==> src/rtl/stage_sequencer.sv <==
// Instruction stage sequencer with multi-cycle EXECUTE, optional memory stage, bus-wait timeout,
// trap entry/return with a recorded cause, and a retired-instruction counter.
module stage_sequencer #(
  parameter int EXEC_CYCLES  = 1,
  parameter int WAIT_TIMEOUT = 255,
  parameter int CNT_W        = 16
) (
  input  logic             clock,
  input  logic             reset,
  input  logic             instruction_complete,
  input  logic             needs_mem,
  input  logic             illegal_op,
  input  logic             mem_ready,
  input  logic             ext_irq,
  input  logic             trap_return,
  output logic             instruction_fetch,
  output logic             instruction_decode,
  output logic             instruction_execute,
  output logic             memory_access,
  output logic             write_back,
  output logic             trap_mode,
  output logic [1:0]       trap_cause,
  output logic [CNT_W-1:0] retired_count,
  output logic [2:0]       state
);

  localparam int WAIT_W = (WAIT_TIMEOUT > 0) ? $clog2(WAIT_TIMEOUT + 1) : 1;
  localparam int EXEC_W = (EXEC_CYCLES > 1) ? $clog2(EXEC_CYCLES) : 1;
  localparam logic [WAIT_W-1:0] WAIT_LIMIT = WAIT_W'(WAIT_TIMEOUT);
  localparam logic [EXEC_W-1:0] EXEC_LAST  = EXEC_W'(EXEC_CYCLES - 1);
  localparam bit TIMEOUT_ON = (WAIT_TIMEOUT != 0);

  typedef enum logic [2:0] {
    FETCH         = 3'd0,
    DECODE        = 3'd1,
    EXECUTE       = 3'd2,
    MEMORY_ACCESS = 3'd3,
    WRITE_BACK    = 3'd4,
    TRAP          = 3'd5
  } state_t;

  state_t            cur;
  logic [WAIT_W-1:0] wait_cnt;
  logic [EXEC_W-1:0] exec_cnt;
  logic              mem_flag;

  // Counters default to clear so that every state change resets them; only
  // branches that stay in the same state advance them.
  always_ff @(posedge clock) begin
    if (reset) begin
      cur           <= FETCH;
      wait_cnt      <= '0;
      exec_cnt      <= '0;
      mem_flag      <= 1'b0;
      trap_cause    <= 2'd0;
      retired_count <= '0;
    end else begin
      wait_cnt <= '0;
      exec_cnt <= '0;
      case (cur)
        FETCH: begin
          if (ext_irq) begin
            cur        <= TRAP;
            trap_cause <= 2'd1;
          end else if (instruction_complete) begin
            cur <= DECODE;
          end else if (TIMEOUT_ON && wait_cnt == WAIT_LIMIT) begin
            cur        <= TRAP;
            trap_cause <= 2'd2;
          end else begin
            wait_cnt <= wait_cnt + WAIT_W'(1);
          end
        end
        DECODE: begin
          if (illegal_op) begin
            cur        <= TRAP;
            trap_cause <= 2'd0;
          end else begin
            mem_flag <= needs_mem;
            cur      <= EXECUTE;
          end
        end
        EXECUTE: begin
          if (exec_cnt == EXEC_LAST) begin
            cur <= mem_flag ? MEMORY_ACCESS : WRITE_BACK;
          end else begin
            exec_cnt <= exec_cnt + EXEC_W'(1);
          end
        end
        MEMORY_ACCESS: begin
          if (mem_ready) begin
            cur <= WRITE_BACK;
          end else if (TIMEOUT_ON && wait_cnt == WAIT_LIMIT) begin
            cur        <= TRAP;
            trap_cause <= 2'd2;
          end else begin
            wait_cnt <= wait_cnt + WAIT_W'(1);
          end
        end
        WRITE_BACK: begin
          retired_count <= retired_count + CNT_W'(1);
          cur           <= FETCH;
        end
        TRAP: begin
          if (trap_return) begin
            cur <= FETCH;
          end
        end
        default: begin
          cur        <= TRAP;
          trap_cause <= 2'd3;
        end
      endcase
    end
  end

  assign state               = cur;
  assign instruction_fetch   = (cur == FETCH);
  assign instruction_decode  = (cur == DECODE);
  assign instruction_execute = (cur == EXECUTE);
  assign memory_access       = (cur == MEMORY_ACCESS);
  assign write_back          = (cur == WRITE_BACK);
  assign trap_mode           = (cur == TRAP);

endmodule

==> config.mk <==
export PLATFORM = sky130hd
export DESIGN_NAME = stage_sequencer
export DESIGN_NICKNAME = d
export VERILOG_FILES = /design/src/rtl/stage_sequencer.sv
export SDC_FILE = /design/constraint.sdc
export NUM_CORES = 1
export LEC_CHECK = 0
export ABC_AREA = 1
export CAP_MARGIN = 0
export CORE_MARGIN = 2
export CORE_UTILIZATION = 50
export DETAILED_ROUTE_END_ITERATION = 10
export GPL_TIMING_DRIVEN = 0
export PLACE_DENSITY = 0.79
export SYNTH_ARGS = -nofsm -noshare
export SYNTH_HDL_FRONTEND = slang
export SYNTH_SLANG_ARGS = --single-unit
==> constraint.sdc <==
create_clock -name clock -period 1.7 [get_ports clock]
set_input_delay 0.17 -clock clock [delete_from_list [all_inputs] [get_ports clock]]
set_output_delay 0.17 -clock clock [all_outputs]
set_load 0.005 [all_outputs]
# Yosys cells after proc, flatten, opt, wreduce, memory -nomap -nowiden
# Cells that the tools add are included.
[totals] out_inout_bits=27 inputBits=8 ff_bits=31
[classes] n_reduce_logical=6 addsub=3 mux=20 eq_ne=11 bitwise=4
[op_table] op="$mux 8" count=4
[op_table] op="$mux 3" count=8
[op_table] op="$pmux 3 s6" count=1
[op_table] op="$add 16x1->16 const B" count=1
[op_table] op="$pmux 8 s2" count=1
[op_table] op="$mux 2" count=5
[op_table] op="$add 8x1->8 const B" count=1
[op_table] op="$eq 8x8->1 const B" count=1
[op_table] op="$ne 2x2->1 const B" count=4
[op_table] op="$pmux 2 s4" count=1
[op_table] op="$eq 3x2->1 const B" count=2
[op_table] op="$eq 3x3->1 const B" count=2
[op_table] op="$reduce_or 3->1" count=2
[op_table] op="$not 1->1" count=4
[op_table] op="$reduce_and 2->1" count=2
[op_table] op="$reduce_and 4->1" count=1
[op_table] op="$eq 3x1->1 const B" count=1
[op_table] op="$logic_not 3->1" count=1
[op_table] op="$ne 3x3->1 const B" count=1
[op_table] op="$add 1x1->1 const B" count=1

# Logic depth before layout (Yosys ltp)
# Gate-level depths: netlist of the first run.
[depth] word_depth=5 ltp_mapped=10 ltp_nobuf=9

# Least setup slack after synthesis of the first run
# Ideal clock, no wire load.
[synth_timing] kind="register -> register" startpoint="reg retired_count[1]" endpoint="reg retired_count[14]" setup_ns=0.113 t_arrival_ns=1.274 path_stages_with_launch=8 slack_ns=0.313 required_time_ns=1.587 cell_sequence="dfxtp_1 > ha_1 > nand3_1 > nor2_4 > nand2_2 > or2_1 > nor2_1 > nor2_1"
[synth_via] elab_chain_len=1
[synth_rtl] element="start: declaration" line="23" text="output logic [CNT_W-1:0] retired_count,"
[synth_rtl] element="start signal: assignment" line="101" text="retired_count <= retired_count + CNT_W'(1);"
[synth_rtl] element="$add 16x1->16" line="101"
# Every way passes these cells.
# A chain may end at the register's enable or synchronous reset.

# Final worst setup path of the first run
[layout_timing] startpoint="reg cur[1], in the netlist state[1]" endpoint="out instruction_fetch"
[layout_via] elab_chain_len=1
[layout_rtl] element="start: declaration" line="42" text="state_t cur;"
[layout_rtl] element="start signal: assignment" line="85" text="cur <= mem_flag ? MEMORY_ACCESS : WRITE_BACK;"
[layout_rtl] element="$logic_not 3->1" line="118" text="assign instruction_fetch = (cur == FETCH);"
[layout_rtl] element="end: declaration" line="16" text="output logic instruction_fetch,"
# Every way passes these cells.

==> impl_metrics.yaml, run 1 <==
synth:
  synthArstFlopShare: 0
  yosys.area.top_type: "dfxtp_1"
  syn_avg_cell_area_sq_um: 6.621
  syn_area_sq_um: 1589
  synthTopCellsByArea: "dfxtp_1, nand2_1, nor2_1"
  synth-seq-area-share: 0.3906
  synthCells: 240
  synthFlopType: "dfxtp_1"
  ys_ff_latch: 31
  synth_edf_count: 0
  synth_top_area_frac: 0.3906
  syn-num-nets: 250
  yosysWarnings: 0
  ys_types: 29
power_and_ir_drop:
  p_leak_uw: 0.0009467
  p_seq_frac: 0.379
  combPwrFrac: 0.449
  report.power.total_uw: 2380
  powerDensity_nw_per_um2: 1109
  sw_frac_of_total: 0.3811
  internal_power_uw: 1473
  power_frac_clock: 0.173
  peakVddDrop_v: 0.0007797
  p_sw_uw: 906.9
global_routing:
  grt_pass1_wl_mm: 5.789
  antenna_found_initial: 0
  grt_overflow: 0
  grt_max_degree: 11
  grt_pass1_vias: 1350
  grt_usage: 0.2116
clock_tree:
  cts_root_buf: "clkbuf_4"
  cts_htree_levels: 2
  path_clk_slew_ns: 0.10
  clk_latency_ns: 0.32
  holdBufCountCts: 0
  clock_sinks: 31
  clock_path_buffers: 2
  cts_tree: "done"
  numCtsBuffers: 5
cells_and_area:
  final_cell_mix: "nand2_1, nor2_1, inv_1, dfxtp_1, clkdlybuf4s50_1"
  drive_gt1_frac: 0.1379
  final_cells: 334
  area_delta_synth_final_pct: 35.04
  finalNetCount: 299
  final_area_sq_um: 2146
  final_common_cell: "nand2_1"
  antenna_cells: 0
floorplanning:
  dieHeight_um: 60.38
  fp.dieArea_sq_um: 3645
  ioPinCount: 35
  start_util: 0.5248
  core_area_sq_um: 3028
  rows: 20
  die_x_um: 60.38
critical_path:
  arrival_ns: 1.43
  timing.rr.start: "state[1]$_SDFFE_PP0P_"
  endpoint_kind: "output pin"
  worstSetupStartpointType: "register"
  cp_max_fo: 8
  worst_ep_required_time_ns: 1.53
  crit_path_start: "state[1]$_SDFFE_PP0P_"
  path_class: "register to output pin"
  reg2reg_depth: 9
drt:
  drt-pass1-iter-count: 6
  drt_iter0_drc: 87
  antenna_left: 0
  wl_per_cell_um: 10.78
  vias: 1612
  routed_via_density: 4.826
  routed_wl_mm: 3.599
  post-route-drc-count: 0
sta:
  hold_viol: 0
  period_share: 0.9396
  hold_ws_ns: 0.4617
  post-route-min-period_ns: 1.597
  skew_ns: 0.003429
  slew_viol_final: 0
  tns_ns: 0
  fmaxAchievable_ghz: 0.6261
  rsz0062_at_grt: "false"
  finalSetupViolCount: 0
place:
  routabilityCongestion: 0.8673
  placedCellCount: 318
  port_buffers: 34
  placed_cell_area_sq_um: 1984
  hpwl_mm: 2.513
hold_path:
  min_path_cells: 3
  hp-start: "needs_mem"
  hold_class: "input pin to register"
flow_run:
  cap_violations: 0
outcome:
  status: "completed"
-- path summary, 6_finish.rpt --
kind                                                       end  slack (ns)
worst max-delay path                         instruction_fetch        0.10
worst min-delay path                     mem_flag$_SDFFE_PP0P_        0.46
worst max register to register  retired_count[14]$_SDFFE_PP0P_        0.14
worst min register to register          wait_cnt[0]$_SDFF_PP0_        0.48
-- power groups by stage --
stage / Combinational (uW) / Clock (uW) / Sequential [uW]
floorplan: 535 / 0 / 899
global placement: 868 / 0 / 903
global route: 1200 / 464 / 913
CTS: 926 / 428 / 899
detailed placement: 886 / 0 / 904
finish: 1070 / 411 / 901
-- synth_stat cells (2+ instances only) --
cell type   n
inv_1      32
nand3_2     2
o21ai_0    10
or2_2       2
a31oi_1     2
nor2_1     49
nand2_1    58
nand2_2     3
nand3_1    12
buf_4       2
nor2_4      3
dfxtp_1    31
nor3b_1     3
nor3_1      5
a21oi_1     8
ha_1        2
nand4_1     4
-- layer usage --
layer / GRT usage / share of wire / vias up
li1: - / - / 854
met2: 0.3463 / 0.47 / 35
met3: 0.04478 / 0.052 / 7
met5: 0 / 0 / -
met4: 0.07619 / 0.013 / 0
met1: 0.2765 / 0.46 / 716
-- registers in the layout, indices dropped and copies added, names as in the netlist --
signal / flops
exec_cnt: 1
mem_flag: 1
retired_count: 16
state: 3
trap_cause: 2
wait_cnt: 8
-- worst max-delay path, stage by stage, from the launching register on --
cell and delay, ns:
dfxtp_2 0.34, buf_6 0.13, buf_4 0.14, nor2_4 0.11, nand2_4 0.09, inv_2 0.07
dlygate4sd2_1 0.23
-- stage by stage --
step	worst slack, ns	utilization
after floorplan	0.3128	-
after global placement	0.04681	0.6554
after detailed placement	0.07541	0.6554
after CTS	-0.07234	0.6806
after global routing	0.0004552	0.7087
final	0.1027	0.7087
-- kinds of logic after synthesis --
group / share of synthesized area
DFF: 0.3906
adders and majority gates: 0.01575
AOI/OAI and AO/OA: 0.08426
buffers and inverters: 0.08976
other: 0.002360
xor gates and xnor gates: 0.01103
and+or+nand+nor: 0.4063
-- cell type report --
| cell class | count | area [sq um] |
|---|---|---|
| buffer | 2 | 18.77 |
| clock buffer | 7 | 45.04 |
| clock inverter | 1 | 5.005 |
| fill | 263 | 882.1 |
| inverter | 34 | 132.6 |
| multi-input combinational | 173 | 855.8 |
| sequential | 31 | 629.4 |
| tap | 44 | 55.05 |
| timing repair buffer | 42 | 404.1 |
-- repair_timing --
| action | CTS | global route |
|---|---|---|
| pin swaps | 1 | 1 |
| resized for setup | 14 | 10 |
| setup endpoints to repair | 6 | 3 |
| buffers inserted | 1 | 7 |
Power figures use the tool's default switching activity.
==> run 2, diff against run 1 <==
Settings changed: CORE_ASPECT_RATIO from default to 1.25.
==> impl_metrics.yaml, run 2 (synthesis results as in run 1) <==
place:
  routabilityCongestion: 0.8577
  pre_cts_slack_ns: -0.007647
  port_buffers: 34
  hpwl_mm: 2.581
cells_and_area:
  final_common_cell: "nand2_1"
  final_cell_mix: "nand2_1, nor2_1, clkdlybuf4s50_1, inv_1, dfxtp_1"
  drive_gt1_frac: 0.1289
  finalNetCount: 296
  area_delta_synth_final_pct: 32.52
  largest_register_ffs: 16
  top_register: "retired_count"
  antenna_cells: 0
floorplanning:
  ioPinCount: 35
  start_util: 0.5345
  core_area_sq_um: 2973
  fp.dieArea_sq_um: 3648
  dieHeight_um: 67.03
  rows: 22
  die_x_um: 54.42
global_routing:
  grt_pass1_vias: 1558
  met2_usage: 0.4127
  grt_max_degree: 11
  gr-max-usage-layer: "met2"
  grt_pass1_wl_mm: 6.085
  grt_usage: 0.2286
  antenna_found_initial: 0
  grtUsageMet3: 0.06054
  grt_use_met1: 0.2372
  grt_overflow: 0
critical_path:
  worst_ep_required_time_ns: 1.53
  worstSetupStartpointType: "register"
  crit_chain: "inv_2 > nand3_4 > inv_2 > clkdlybuf4s50_1"
  cp_max_fo: 6
  crit_family: "buffers and inverters"
  crit_buf_inv: 3
  crit_path_max_incr_delay_ns: 0.49
  path_class: "register to output pin"
  cpMostUsedCell: "inv_2"
  endpoint_kind: "output pin"
  crit_path_start: "state[0]$_SDFFE_PP0P_"
  arrival_ns: 1.45
  timing.rr.start: "state[1]$_SDFFE_PP0P_"
  slowest_stage: "clkdlybuf4s50_1"
clock_tree:
  numCtsBuffers: 5
  clk_latency_ns: 0.33
  path_clk_slew_ns: 0.09
  cts_root_buf: "clkbuf_4"
  cts_htree_levels: 2
  cts_tree: "done"
  clock_path_buffers: 2
  holdBufCountCts: 0
  clock_sinks: 31
sta:
  rsz0062_at_grt: "true"
  slew_viol_final: 0
  fmaxAchievable_ghz: 0.6184
  post-route-min-period_ns: 1.617
  hold_viol: 0
  period_share: 0.9512
  skew_ns: 0.002426
  setup_ws_ns: 0.08299
  finalSetupViolCount: 0
hold_path:
  hp-start: "needs_mem"
  hold_class: "input pin to register"
drt:
  drt_iter0_drc: 53
  wl_per_cell_um: 10.99
  routed_via_density: 5.000
  drt-pass1-iter-count: 4
  vias: 1615
  antenna_left: 0
  post-route-drc-count: 0
  routed_wl_mm: 3.550
power_and_ir_drop:
  power_frac_clock: 0.175
  combPwrFrac: 0.439
  internal_power_uw: 1455
  powerDensity_nw_per_um2: 1110
  peakVddDrop_v: 0.0009369
  p_seq_frac: 0.386
  report.power.total_uw: 2337
  p_sw_uw: 882.5
  sw_frac_of_total: 0.3776
  p_leak_uw: 0.0009092
outcome:
  status: "completed"
flow_run:
  cap_violations: 0
## run 2: final timing paths
kind              depth (start not counted)                        endpoint  slack [ns]
setup / recovery                          4             instruction_execute        0.08
hold / removal                            3           mem_flag$_SDFFE_PP0P_        0.46
setup reg to reg                         10  retired_count[14]$_SDFFE_PP0P_        0.09
hold reg to reg                           1          wait_cnt[0]$_SDFF_PP0_        0.46
## run 2: metal layers
layer	vias up	wire length, um
li1	844	-
met1	728	1518
met2	39	1807
met4	0	34
met5	-	0
met3	4	191
## run 2: cell type report
class                           count  area [sq um]
Buffer                              2         18.77
Clock buffer                        7         45.04
Clock inverter                      1         5.005
Fill cell                         258         867.1
Inverter                           34         130.1
Multi-Input combinational cell    173         853.3
Sequential cell                    31         629.4
Tap cell                           36         45.04
Timing Repair Buffer               39         379.1
## run 2: worst min-delay path: stages
cell             delay [ns]
clkdlybuf4s50_1        0.39
o21ai_0                0.15
nor2_1                 0.04
## run 2: metrics by stage
step                      hold WS [ns]    util  std cells   TNS [ns]  cell area (sq um)
after floorplan                 0.2391       -        240          0               1589
after global placement          0.4357  0.6641        310          0               1974
after detailed placement        0.4467  0.6641        310  -0.007647               1974
after CTS                       0.4394  0.6932        320   -0.09693               2061
after global routing            0.4973  0.7083        323   -0.01760               2106
final                           0.4558  0.7083        323          0               2106
## run 2: power by group through the flow
| stage | combinational, uW | sequential, uW | clock, uW |
|---|---|---|---|
| finish | 1030 | 903 | 408 |
| global route | 1140 | 920 | 463 |
| CTS | 952 | 903 | 430 |
| detailed placement | 886 | 905 | 0 |
| global placement | 870 | 905 | 0 |
| floorplan | 535 | 899 | 0 |
## run 2: what timing repair did
| action | in CTS | in global routing |
|---|---|---|
| resized for setup | 15 | 7 |
| setup endpoints to repair | 6 | 3 |
| pin swaps | 3 | 1 |
| buffers inserted | 2 | 3 |
